## config.mk

```make
export PLATFORM = sky130hd
export DESIGN_NAME = core_hazard_ctrl
export DESIGN_NICKNAME = d
export VERILOG_FILES = /design/src/rtl/core_hazard_ctrl_pkg.sv /design/src/rtl/core_mul_occupancy.sv /design/src/rtl/core_hazard_ctrl.sv
export SDC_FILE = /design/constraint.sdc
export NUM_CORES = 1
export LEC_CHECK = 0
export CORE_MARGIN = 10
export CORE_UTILIZATION = 45
export CTS_CLUSTER_DIAMETER = 100
export DETAILED_ROUTE_END_ITERATION = 10
export PLACE_DENSITY_LB_ADDON = 0.15
export RECOVER_POWER = 25
export SLEW_MARGIN = 5
export SYNTH_ARGS = -nofsm -noshare
export SYNTH_HDL_FRONTEND = slang
export SYNTH_HIERARCHICAL = 1
export SYNTH_SLANG_ARGS = --single-unit
```

## constraint.sdc

```tcl
create_clock -name clk -period 2.5 [get_ports clk]
set_input_delay 0.25 -clock clk [delete_from_list [all_inputs] [get_ports clk]]
set_output_delay 0.25 -clock clk [all_outputs]
set_load 0.01 [all_outputs]
```

## src/rtl/core_hazard_ctrl_pkg.sv

```systemverilog
// rtl/core_hazard_ctrl_pkg.sv - shared forwarding encodings and hazard FSM states
package core_hazard_ctrl_pkg;

  localparam int FWD_SEL_W = 2;

  localparam logic [FWD_SEL_W-1:0] FWD_REGFILE = 2'b00;
  localparam logic [FWD_SEL_W-1:0] FWD_EXMM    = 2'b01;
  localparam logic [FWD_SEL_W-1:0] FWD_MMWB    = 2'b10;

  typedef enum logic {
    HZ_IDLE = 1'b0,
    HZ_BUSY = 1'b1
  } hz_state_e;

endpackage

```

## src/rtl/core_mul_occupancy.sv

```systemverilog
// rtl/core_mul_occupancy.sv - holds a multi-cycle mul in EX for MUL_LAT cycles
module core_mul_occupancy
  import core_hazard_ctrl_pkg::*;
#(
  parameter int MUL_LAT = 3
) (
  input  logic clk,
  input  logic rst_n,
  input  logic en,
  input  logic ex_valid,
  input  logic ex_is_mul,
  output logic mul_busy
);

  localparam int MCNT_W = $clog2(MUL_LAT) + 1;
  localparam logic [MCNT_W-1:0] MCNT_LAST = MCNT_W'(MUL_LAT - 1);

  hz_state_e         state_q, state_d;
  logic [MCNT_W-1:0] mcnt_q, mcnt_d;

  assign mul_busy = ex_valid & ex_is_mul & (mcnt_q != MCNT_LAST);

  always_ff @(posedge clk or negedge rst_n) begin
    if (!rst_n) begin
      state_q <= HZ_IDLE;
      mcnt_q  <= '0;
    end else begin
      state_q <= state_d;
      mcnt_q  <= mcnt_d;
    end
  end

  // A fresh occupancy always counts from zero, whatever mcnt was left at.
  always_comb begin
    state_d = state_q;
    mcnt_d  = mcnt_q;
    if (en) begin
      if (mul_busy) begin
        state_d = HZ_BUSY;
        mcnt_d  = ((state_q == HZ_BUSY) ? mcnt_q : '0) + 1'b1;
      end else begin
        state_d = HZ_IDLE;
        mcnt_d  = '0;
      end
    end
  end

endmodule

```

## src/rtl/core_hazard_ctrl.sv

```systemverilog
// rtl/core_hazard_ctrl.sv - stall/flush/forwarding control for the 5-stage pipeline
module core_hazard_ctrl
  import core_hazard_ctrl_pkg::*;
#(
  parameter int REG_ADDR_W = 5,
  parameter int FWD_EN     = 1,
  parameter int MUL_LAT    = 3,
  parameter int CNT_W      = 32
) (
  input  logic                  clk,
  input  logic                  rst_n,
  input  logic                  en,
  input  logic                  id_valid,
  input  logic [REG_ADDR_W-1:0] id_rs1,
  input  logic [REG_ADDR_W-1:0] id_rs2,
  input  logic                  id_rs1_used,
  input  logic                  id_rs2_used,
  input  logic                  ex_valid,
  input  logic                  ex_reg_wr,
  input  logic                  ex_is_load,
  input  logic                  ex_is_mul,
  input  logic [REG_ADDR_W-1:0] ex_rd,
  input  logic [REG_ADDR_W-1:0] ex_rs1,
  input  logic [REG_ADDR_W-1:0] ex_rs2,
  input  logic                  ex_branch_taken,
  input  logic                  mm_valid,
  input  logic                  mm_reg_wr,
  input  logic [REG_ADDR_W-1:0] mm_rd,
  input  logic                  wb_valid,
  input  logic                  wb_reg_wr,
  input  logic [REG_ADDR_W-1:0] wb_rd,
  output logic                  stall_fe,
  output logic                  stall_id,
  output logic                  stall_ex,
  output logic                  flush_fe_id,
  output logic                  flush_id_ex,
  output logic                  flush_ex_mm,
  output logic [FWD_SEL_W-1:0]  fwd_sel1,
  output logic [FWD_SEL_W-1:0]  fwd_sel2,
  output logic                  mul_busy,
  output logic [CNT_W-1:0]      stall_cnt,
  output logic [CNT_W-1:0]      flush_cnt
);

  // r0 is hardwired zero, so it never produces a hazard or a forward.
  function automatic logic wmatch(input logic v, input logic w,
                                  input logic [REG_ADDR_W-1:0] rd,
                                  input logic [REG_ADDR_W-1:0] s);
    return v & w & (rd == s) & (s != '0);
  endfunction

  logic id_s1, id_s2, ex_hit, mm_hit, wb_hit, raw_stall, br;
  logic [CNT_W-1:0] stall_cnt_q, stall_cnt_d, flush_cnt_q, flush_cnt_d;

  core_mul_occupancy #(.MUL_LAT(MUL_LAT)) u_mul (
    .clk       (clk),
    .rst_n     (rst_n),
    .en        (en),
    .ex_valid  (ex_valid),
    .ex_is_mul (ex_is_mul),
    .mul_busy  (mul_busy)
  );

  assign id_s1  = id_valid & id_rs1_used;
  assign id_s2  = id_valid & id_rs2_used;
  assign ex_hit = (id_s1 & wmatch(ex_valid, ex_reg_wr, ex_rd, id_rs1)) |
                  (id_s2 & wmatch(ex_valid, ex_reg_wr, ex_rd, id_rs2));
  assign mm_hit = (id_s1 & wmatch(mm_valid, mm_reg_wr, mm_rd, id_rs1)) |
                  (id_s2 & wmatch(mm_valid, mm_reg_wr, mm_rd, id_rs2));
  assign wb_hit = (id_s1 & wmatch(wb_valid, wb_reg_wr, wb_rd, id_rs1)) |
                  (id_s2 & wmatch(wb_valid, wb_reg_wr, wb_rd, id_rs2));
  assign br     = ex_valid & ex_branch_taken;

  always_comb begin
    fwd_sel1  = FWD_REGFILE;
    fwd_sel2  = FWD_REGFILE;
    raw_stall = ex_hit | mm_hit | wb_hit;
    if (FWD_EN != 0) begin
      raw_stall = ex_is_load & ex_hit;
      if (wmatch(mm_valid, mm_reg_wr, mm_rd, ex_rs1))      fwd_sel1 = FWD_EXMM;
      else if (wmatch(wb_valid, wb_reg_wr, wb_rd, ex_rs1)) fwd_sel1 = FWD_MMWB;
      if (wmatch(mm_valid, mm_reg_wr, mm_rd, ex_rs2))      fwd_sel2 = FWD_EXMM;
      else if (wmatch(wb_valid, wb_reg_wr, wb_rd, ex_rs2)) fwd_sel2 = FWD_MMWB;
    end
  end

  always_comb begin
    stall_fe    = 1'b0;
    stall_id    = 1'b0;
    stall_ex    = 1'b0;
    flush_fe_id = 1'b0;
    flush_id_ex = 1'b0;
    flush_ex_mm = 1'b0;
    if (mul_busy) begin
      stall_fe    = 1'b1;
      stall_id    = 1'b1;
      stall_ex    = 1'b1;
      flush_ex_mm = 1'b1;
    end else if (br) begin
      flush_fe_id = 1'b1;
      flush_id_ex = 1'b1;
    end else if (raw_stall) begin
      stall_fe    = 1'b1;
      stall_id    = 1'b1;
      flush_id_ex = 1'b1;
    end
  end

  always_comb begin
    stall_cnt_d = stall_cnt_q;
    flush_cnt_d = flush_cnt_q;
    if (en && stall_fe && (stall_cnt_q != '1))    stall_cnt_d = stall_cnt_q + 1'b1;
    if (en && flush_fe_id && (flush_cnt_q != '1)) flush_cnt_d = flush_cnt_q + 1'b1;
  end

  always_ff @(posedge clk or negedge rst_n) begin
    if (!rst_n) begin
      stall_cnt_q <= '0;
      flush_cnt_q <= '0;
    end else begin
      stall_cnt_q <= stall_cnt_d;
      flush_cnt_q <= flush_cnt_d;
    end
  end

  assign stall_cnt = stall_cnt_q;
  assign flush_cnt = flush_cnt_q;

endmodule

```

* Yosys cells after proc, flatten, opt, wreduce, memory -nomap -nowiden
Index checks and enable logic that the tools add are counted.
** Storage, ports and cells
- Flip-flop bits (word level) :: 68
- Bits of input ports :: 50
- Output and inout port bits :: 75
- Logic and storage cells :: 62
** Cells by class
- $add $sub $neg :: 3
- Equal/unequal tests :: 9
- Mux-type cells :: 14
- Bitwise operators :: 24
- Reduce and logical (&&, ||, !) cells :: 8
** Operator list (number)
- adder 32 x 1 -> 32 bit, second input constant :: 2
- != test 32 bit, second input constant :: 2
- equality test 5 bit :: 6
- AND 1 bit :: 23
- nonzero test 5 bit :: 4
- two-way mux 1 bit :: 8
- two-way mux 2 bit :: 4
- two-way mux 3 bit :: 2
- logical AND 1 bit :: 4
- adder 3 x 1 -> 3 bit, second input constant :: 1
- != test 3 x 2 -> 1 bit, second input constant :: 1
- OR 1 bit :: 1

* Longest topological paths before layout
Gate-level depths: netlist of run 1.
- Word-level depth :: 11
- Mapped depth :: 8
- Gate-level depth less buffers :: 8

* Cells and area by module
The synthesis of run 1 kept the hierarchy.
** Modules (own cells, without submodules)
- core_hazard_ctrl :: instances 1, cells each 350, area an instance 3494.6 µm², seq. area each 1601.5 µm²
- core_mul_occupancy :: instances 1, cells each 21, area an instance 234.0 µm², seq. area each 100.1 µm²

* Worst setup path before layout of run 1
Ideal clock, no wire load.
- Kind :: flip-flop to flip-flop
- Start point :: register flush_cnt_q[0], in the netlist flush_cnt[0]
- End point :: register flush_cnt_q[20], in the netlist flush_cnt[20]
- Setup time :: 127 ps
- Arrival :: 2090 ps
- Required time :: 2373 ps
- Setup slack :: 283 ps
- Cell stages (with the launch flop) :: 8
- Buffers on the path :: 0
- Period minus slack after synthesis :: 2217 ps
- Cell sequence :: dfrtp_1 ha_1 nand3_1 or4_1 o31ai_4 nor2_2 and3_1 xor2_1
** Between the ends
- Longest elaborated chain between the ends :: 2
- Elaborated cells on any way between the ends :: 3
- Those cells by class :: add/sub: 1; eq/ne: 1; reduce/logical: 1
** RTL lines
- from (decl) :: RTL line core_hazard_ctrl.sv:53 : logic [CNT_W-1:0] stall_cnt_q, stall_cnt_d, flush_cnt_q, flush_cnt_d;
- from (signal assigned) :: RTL line core_hazard_ctrl.sv:122 : flush_cnt_q <= flush_cnt_d;
- parallel branches: the longest is 2 deep, another holds adder 32 x 1 -> 32 bit
Parallel ways; which one is timed is not known.
A chain may end at the register's enable or synchronous reset.

* Final worst setup path of run 1
- Start point :: input port ex_rd[2]
- End point :: output port flush_id_ex
** Between the ends
- Longest elaborated chain between the ends :: 9
- Elaborated cells on any way between the ends :: 13
- Those cells by class :: eq/ne: 2; mux: 3; bitwise: 8
** RTL lines
- from (decl) :: RTL line core_hazard_ctrl.sv:22 : input logic [REG_ADDR_W-1:0] ex_rd,
- equality test 5 bit :: RTL line core_hazard_ctrl.sv:49 : return v & w & (rd == s) & (s != '0);
- AND 1 bit (2 in a row) :: RTL line core_hazard_ctrl.sv:49
- AND 1 bit, on equally long branches :: RTL line core_hazard_ctrl.sv:66, core_hazard_ctrl.sv:67
- OR 1 bit (*) :: RTL line core_hazard_ctrl.sv:66 : assign ex_hit = (id_s1 & wmatch(ex_valid, ex_reg_wr, ex_rd, id_rs1)) |
- AND 1 bit (*) :: RTL line core_hazard_ctrl.sv:79 : raw_stall = ex_is_load & ex_hit;
- two-way mux 1 bit (*) :: RTL line core_hazard_ctrl.sv:102 : end else if (raw_stall) begin
- two-way mux 1 bit (*) :: RTL line core_hazard_ctrl.sv:99 : end else if (br) begin
- two-way mux 1 bit (*) :: RTL line core_hazard_ctrl.sv:94 : if (mul_busy) begin
- to (decl) :: RTL line core_hazard_ctrl.sv:36 : output logic flush_id_ex,
Every way passes the cells marked *; elsewhere a longest branch is shown, timed or not.

==> results.md, run 1 <==
* MaxCap Viol Count at 0
* Ports at 125
* Fin. Hold Viols at 0
* Die area at 0.0123 sq mm
* Reg2Reg Setup Slack at 130 ps
* Slew Viols, Final at 0
* EDFF count, synth at 0
* Fin cells at 641
* Post-route design area at 0.00549 sq mm
* Height of the die at 111 um
* Relative slew slack at 41.2%
* WS Path Type: input pin to primary output
* Final setup viols at 0
* Gr usage total at 16.7%
* Maximum VDD drop at 0.367 mV
* DRT iter0 DRCs at 109
* Drt first pass iters at 5
* CTS tree: yes
* Clk slew on worst S/H paths at 70 ps
* Vias in the first global route at 3452
* Nets@finish at 584
* Least-Margin Pin Slew at 882 ps
* Clock buffer count from CTS at 9
* Yosys warning count at 6
* Status: completed
* Worst Reg-to-Reg Cells at 7
* Num rows at 33
* Core box area at 0.00813 sq mm
* Initial Util at 45.8%
* WL final at 10300 um
* RSZ-0062 raised after global routing: no
* CP top delay family: buffers and inverters
* Comb pwr share at 20.4%
* Crit share post-route at 95.6%
* Crit-path max cell delay at 520 ps
* PnR Total Power at 0.00266 W
* Mapped Avg Cell Area at 10.1 sq um
* Synth-to-Final Area Change at 47.3%
* Yosys top cell by area: dfrtp_1
* Switch share at 27.3%
* Synth Cell Area at 0.00373 sq mm
* Power per cell area at 484 mW/mm^2
* # diodes at 0
* Drt wl/cell at 16.1 um
* CP endpoint kind: primary output
* Inst Count DP at 624
* Cells after synthesis at 371
* Register area share after synthesis at 45.6%
* Layout Skew at 9.10 ps
* Antenna-violating nets left at 0
* GPL Wtd Cong at 0.843
* Critical R2R Launch: flush_cnt[0]
* Clk pwr share at 33.3%
* Port Buffers at 124
* Sequential power share at 46.3%
* Critical path's most frequent cell: nand2_1
* Slowest cell on crit path: clkdlybuf4s50_1
* Buf/Inv on CP at 2
* Maximum root-to-sink buffer count at 2
* Asr flop ratio synth at 100%
* Largest net degree at the start of global routing at 31
* Post-DP HPWL at 8360 um
* H-tree Lvls at 3
* Post-synth cell types at 42
* FF+latch count, synth at 68
* Via density per instance at 5.17
* Hold_ws at 502 ps
* Post-synth top area share at 45.6%
* Leakage power at 2.27 nW
* Pint at 0.00193 W
* Synth Flop Type: dfrtp_1
* Hold depth at 1
* Post-CTS Setup Bufs at 0
* Share of post-route cells with drive strength above 1 at 10.8%
* Req. time, crit path at 2250 ps
* Hold_sp: stall_cnt[15]
* Cell Chain, Critical Path: clkdlybuf4s50_1 -> xnor2_1 -> nand4_1 -> or4_4 -> nand2_1 -> nand2_1 -> a21oi_1 -> dlygate4sd2_1
* CP Max Fanout at 3
* DR vias at 3314
* Synthesized Nets at 424
* R2R Path End: flush_cnt[20]
* Min-delay worst type: flip-flop to flip-flop
* Synth area leaders: dfrtp_1, xnor2_1, nand3_1
* Peak Freq at 0.419 GHz
* Clock latency at the later pin of the worst-skew pair at 340 ps
* Die Width at 111 um
* Final min period at 2390 ps
* Drt drc at 0
* Critical Path Start Type: input pin
* Worst hold path endpoint: stall_cnt[15]
* Clk root buf: clkbuf_8
* NetSw at 0.000725 W
* Antenna violations before repair at 0
* Placed cell area at 0.00530 sq mm
* Critical Path AT at 2140 ps
* First-pass GRT wire length at 17400 um
* Sink Count at 68
* Grt ovf at 0
[final cells by class]
class / instances / area (sq um)
Inverter: 13 / 48.8
Timing Repair Buffer: 156 / 1470
Clock buffer: 10 / 128
Sequential cell: 68 / 1700
Clock inverter: 6 / 63.8
Fill cell: 671 / 2640
Tap cell: 105 / 131
Multi-Input combinational cell: 283 / 1950
[worst reg2reg max path: stages (launching register included)]
cell and delay (ps):
dfrtp_1 360, ha_1 190, nand3_1 130, or4_1 680, o31ai_4 430, nor2_2 120
and3_1 210, xor2_1 130
[layout by cell type, fill, tap and decap left out, types with 5 or more instances in the layout]
master / instances
nand3_1: 43
buf_4: 29
inv_1: 12
nand2_1: 25
nor3_1: 7
xnor2_1: 76
nor4_1: 6
nand4_1: 25
nor2_1: 21
xor2_1: 14
dlygate4sd2_1: 5
clkbuf_8: 9
dfrtp_1: 68
clkdlybuf4s50_1: 118
and3_1: 17
[power groups by stage]
stage               clock network [W]  registers [W]  logic [W]
floorplan                           0        0.00128   0.000163
detailed placement                  0        0.00125   0.000548
finish                       0.000885        0.00123   0.000542
global placement                    0        0.00125   0.000534
CTS                          0.000913        0.00123   0.000552
global route                 0.000959        0.00124   0.000597
[through the flow]
stage	utilization (%)	worst slack, ps	TNS, ps
2_1_floorplan	-	283	0
3_3_place_gp	65.1	-98.5	-1420
3_5_place_dp	65.1	-160	-3190
4_1_cts	67.5	69.8	0
5_1_grt	67.5	7.55	0
6_report	67.5	111	0
[logic make-up after synthesis]
logic type	share of synthesized area, %
simple gates	25.2
buf+inv	2.42
fa+ha+maj	1.01
compound gates	3.86
mux	0.705
flops	45.6
xor+xnor	21.1
[metal layers]
layer  GRT usage [%]  part of all wire (%)  vias up  wire (um)
met2            28.0                    50       93       5210
li1                -                     -     1627          -
met4            3.00                  0.30        0         31
met5               0                     0        -          0
met3            6.98                   7.6        2        779
met1            19.8                    42     1592       4300
[synth_stat cells (4+ instances only)]
| master | instances |
|---|---|
| dfrtp_1 | 68 |
| nor2_1 | 21 |
| or4_1 | 4 |
| xnor2_1 | 76 |
| and2_1 | 5 |
| and3_1 | 17 |
| nand4_1 | 25 |
| nand2_1 | 25 |
| xor2_1 | 14 |
| inv_1 | 12 |
| nor3_1 | 8 |
| nand3_1 | 43 |
| nor4_1 | 6 |
[state kept, by name (all words and copies together), names as in the netlist]
| signal | cells |
|---|---|
| flush_cnt | 32 |
| stall_cnt | 32 |
| u_mul/mcnt_q | 3 |
| u_mul/state_q | 1 |
[worst max path at each step]
stage                     slack (ps)  cells after the start       endpoint         start
after floorplan                  280                      7  flush_cnt[20]  flush_cnt[0]
after global placement          -100                      8    flush_id_ex      ex_rd[4]
after detailed placement        -160                      8    flush_id_ex      ex_rd[2]
after CTS                         70                      8    fwd_sel2[0]     ex_rs2[3]
after global routing               8                      6    fwd_sel1[0]     ex_rs1[3]
final                            110                      8    flush_id_ex      ex_rd[2]
[what timing repair did]
action,4_1_cts,5_1_grt
setup endpoints to repair,5,1
hold buffers,1,0
gates resized for setup,5,1
hold endpoints to repair,15,0
No activity file was read; power rests on OpenSTA's default activity.
==> inputs of run 2 (changes only) <==
--- a/config.mk
+++ b/config.mk
@@ -5,7 +5,6 @@
 export SDC_FILE = /design/constraint.sdc
 export NUM_CORES = 1
 export LEC_CHECK = 0
-export CORE_MARGIN = 10
 export CORE_UTILIZATION = 45
 export CTS_CLUSTER_DIAMETER = 100
 export DETAILED_ROUTE_END_ITERATION = 10
==> results.md, run 2 (same netlist as run 1, synthesis figures left out) <==
* Status: finished with violations
* Failing checks: capacitance limit, slew limit
* Initial Util at 47.3% (+1.4 points)
* CP Max Fanout at 5 (+2)
* Final min period at 2360 ps (-29.3 ps)
* WL final at 9080 um (-12%)
* CP top delay family: simple AND/OR/NAND/NOR gates
* Crit share post-route at 94.4% (-1.2 points)
* CP endpoint kind: flip-flop
* Post-DP HPWL at 7070 um (-15%)
* Critical path's most frequent cell: nand3_1
* Peak Freq at 0.424 GHz (+1.2%)
* Maximum root-to-sink buffer count at 2 (unchanged)
* R2R Path End: flush_cnt[6]
* Core box area at 0.00789 sq mm (-3.0%)
* Worst hold path endpoint: flush_cnt[21]
* Antenna violations before repair at 0 (unchanged)
* Hold_ws at 496 ps (-5.78 ps)
* Slowest cell on crit path: or4_1
* Switch share at 27.1% (-0.18 points)
* Critical Path Start Type: flip-flop
* Crit path depth at 8 (unchanged)
* RSZ-0062 raised after global routing: no
* CTS tree: yes
* Maximum VDD drop at 0.517 mV (+41%)
* Req. time, crit path at 2760 ps (+510 ps)
* Sink Count at 68 (unchanged)
* Buf/Inv on CP at 1 (-1)
* DR vias at 3351 (+1.1%)
* Clk root buf: clkbuf_8
* Reg2Reg Setup Slack at 140 ps (about the same)
* Drt drc at 0 (unchanged)
* Min-delay worst type: flip-flop to flip-flop
* Num rows at 32 (-3.0%)
* Sequential power share at 48.9% (+2.6 points)
* Clk pwr share at 30.8% (-2.5 points)
* WS Path Type: flip-flop to flip-flop
* Setup_tns at 0 ps (unchanged)
* Final setup viols at 0 (unchanged)
* Vias in the first global route at 3224 (-6.6%)
* Share of post-route cells with drive strength above 1 at 10.8% (unchanged)
* Comb pwr share at 20.3% (about the same)
* Pint at 0.00185 W (-4.5%)
* Critical R2R Launch: flush_cnt[1]
* Hold_sp: flush_cnt[21]
* Antenna-violating nets left at 0 (unchanged)
* Ports at 125 (unchanged)
* Power per cell area at 460 mW/mm^2 (-4.9%)
* Synth-to-Final Area Change at 47.6%
* Cell Chain, Critical Path: ha_1 -> nand3_1 -> or4_1 -> o31ai_4 -> buf_4 -> nor2_1 -> nand3_1 -> xnor2_1
* Via density per instance at 5.25 (+1.6%)
* Worst Reg-to-Reg Cells at 8 (+1)
* Crit-path max cell delay at 670 ps (+150 ps)
* Layout Skew at 11.7 ps (+2.60 ps)
* MaxCap Viol Count at 1 (+1)
* Gr usage total at 22.0% (+5.3 points)
* Commonest non-fill, non-tap cells in the layout: clkdlybuf4s50_1, xnor2_1, dfrtp_1
* Largest net degree at the start of global routing at 41 (+32%)
* Clock buffer count from CTS at 9 (unchanged)
* Commonest non-fill, non-tap cell in the layout: clkdlybuf4s50_1
* Height of the die at 93.0 um (-16%)
* Slew Viols, Final at 29 (+29)
* Relative slew slack at -3.72% (-45 points)
* Die area at 0.00865 sq mm (-30%)
* Die Width at 93.0 um (-16%)
* DRT iter0 DRCs at 121 (+11%)
* Hold depth at 1 (unchanged)
* Clk slew on worst S/H paths at 70 ps (about the same)
* Clock latency at the later pin of the worst-skew pair at 340 ps (about the same)
* Critical Path AT at 2620 ps (+480 ps)
* First-pass GRT wire length at 14900 um (-14%)
* Drt wl/cell at 14.2 um (-12%)
* NetSw at 0.000686 W (-5.4%)
* Fin. Hold Viols at 0 (unchanged)
* GPL Wtd Cong at 0.824 (-2.3%)
* H-tree Lvls at 3 (unchanged)
* # diodes at 0 (unchanged)
* Port Buffers at 124 (unchanged)
* Leakage power at 2.30 nW (+1.5%)
* Drt first pass iters at 4 (-1)
* Least-Margin Pin Slew at 1560 ps (+674 ps)
* Nets@finish at 584 (unchanged)
* Grt ovf at 0 (unchanged)
## run 2: worst register-to-register path: cells and delay by family, from the launching register on
kind / cells / cell delay, ps
DFF: 1 / 430
buffers and inverters: 1 / 200
xor gates and xnor gates: 1 / 110
and+or+nand+nor: 4 / 960
adders and majority gates: 1 / 210
AOI/OAI and AO/OA: 1 / 380
## run 2: power by group through the flow
stage          Sequential, W  Clock [W]  Combinational (W)
6_report             0.00124   0.000781           0.000514
5_1_grt              0.00125   0.000859           0.000559
4_1_cts              0.00124   0.000804           0.000518
3_5_place_dp         0.00126          0           0.000515
3_3_place_gp         0.00125          0           0.000505
2_1_floorplan        0.00128          0           0.000163
## run 2: routing by layer
metal / global-route usage (%) / up-vias / part of all wire [%]
li1: - / 1627 / -
met1: 28.6 / 1610 / 44
met2: 35.7 / 103 / 50
met3: 5.04 / 11 / 4.7
met4: 8.46 / 0 / 1.8
met5: 0 / - / 0
## run 2: metrics by stage
stage          setup WS [ps]  total power (W)  utilization (%)  instance area [sq um]  cells
2_1_floorplan            283          0.00144                -                   3730    371
3_3_place_gp           -76.5          0.00176             67.3                   5310    619
3_5_place_dp           -88.7          0.00177             67.3                   5310    619
4_1_cts                 5.43          0.00256             69.5                   5480    636
5_1_grt                 49.4          0.00267             69.8                   5500    638
6_report                 140          0.00253             69.8                   5500    638
## run 2: layout make-up
| type | instances | area (sq um) |
|---|---|---|
| multi-input combinational | 283 | 1950 |
| sequential | 68 | 1700 |
| timing repair buffer | 156 | 1500 |
| inverter | 13 | 48.8 |
| clock inverter | 5 | 27.5 |
| clock buffer | 11 | 141 |
| fill | 618 | 2380 |
| tap | 102 | 128 |
## run 2: repair_timing
item                                    4_1_cts  5_1_grt
hold buffers                                  1        0
pin swaps                                     0        1
resized for setup                             4        3
endpoints found under the hold margin        28        0
endpoints found under the setup margin        4        9
buffers inserted                              0        2
gates cloned                                  0        0
## run 2: how the worst max path moves through the flow
stage                      start       endpoint  slack, ps
global placement        ex_rd[4]    flush_id_ex        -80
detailed placement     id_rs1[2]    flush_id_ex        -90
global route        flush_cnt[1]   flush_cnt[6]         50
floorplan           flush_cnt[0]  flush_cnt[20]        280
finish              flush_cnt[1]   flush_cnt[6]        140
CTS                    ex_rs1[1]    fwd_sel1[1]          5
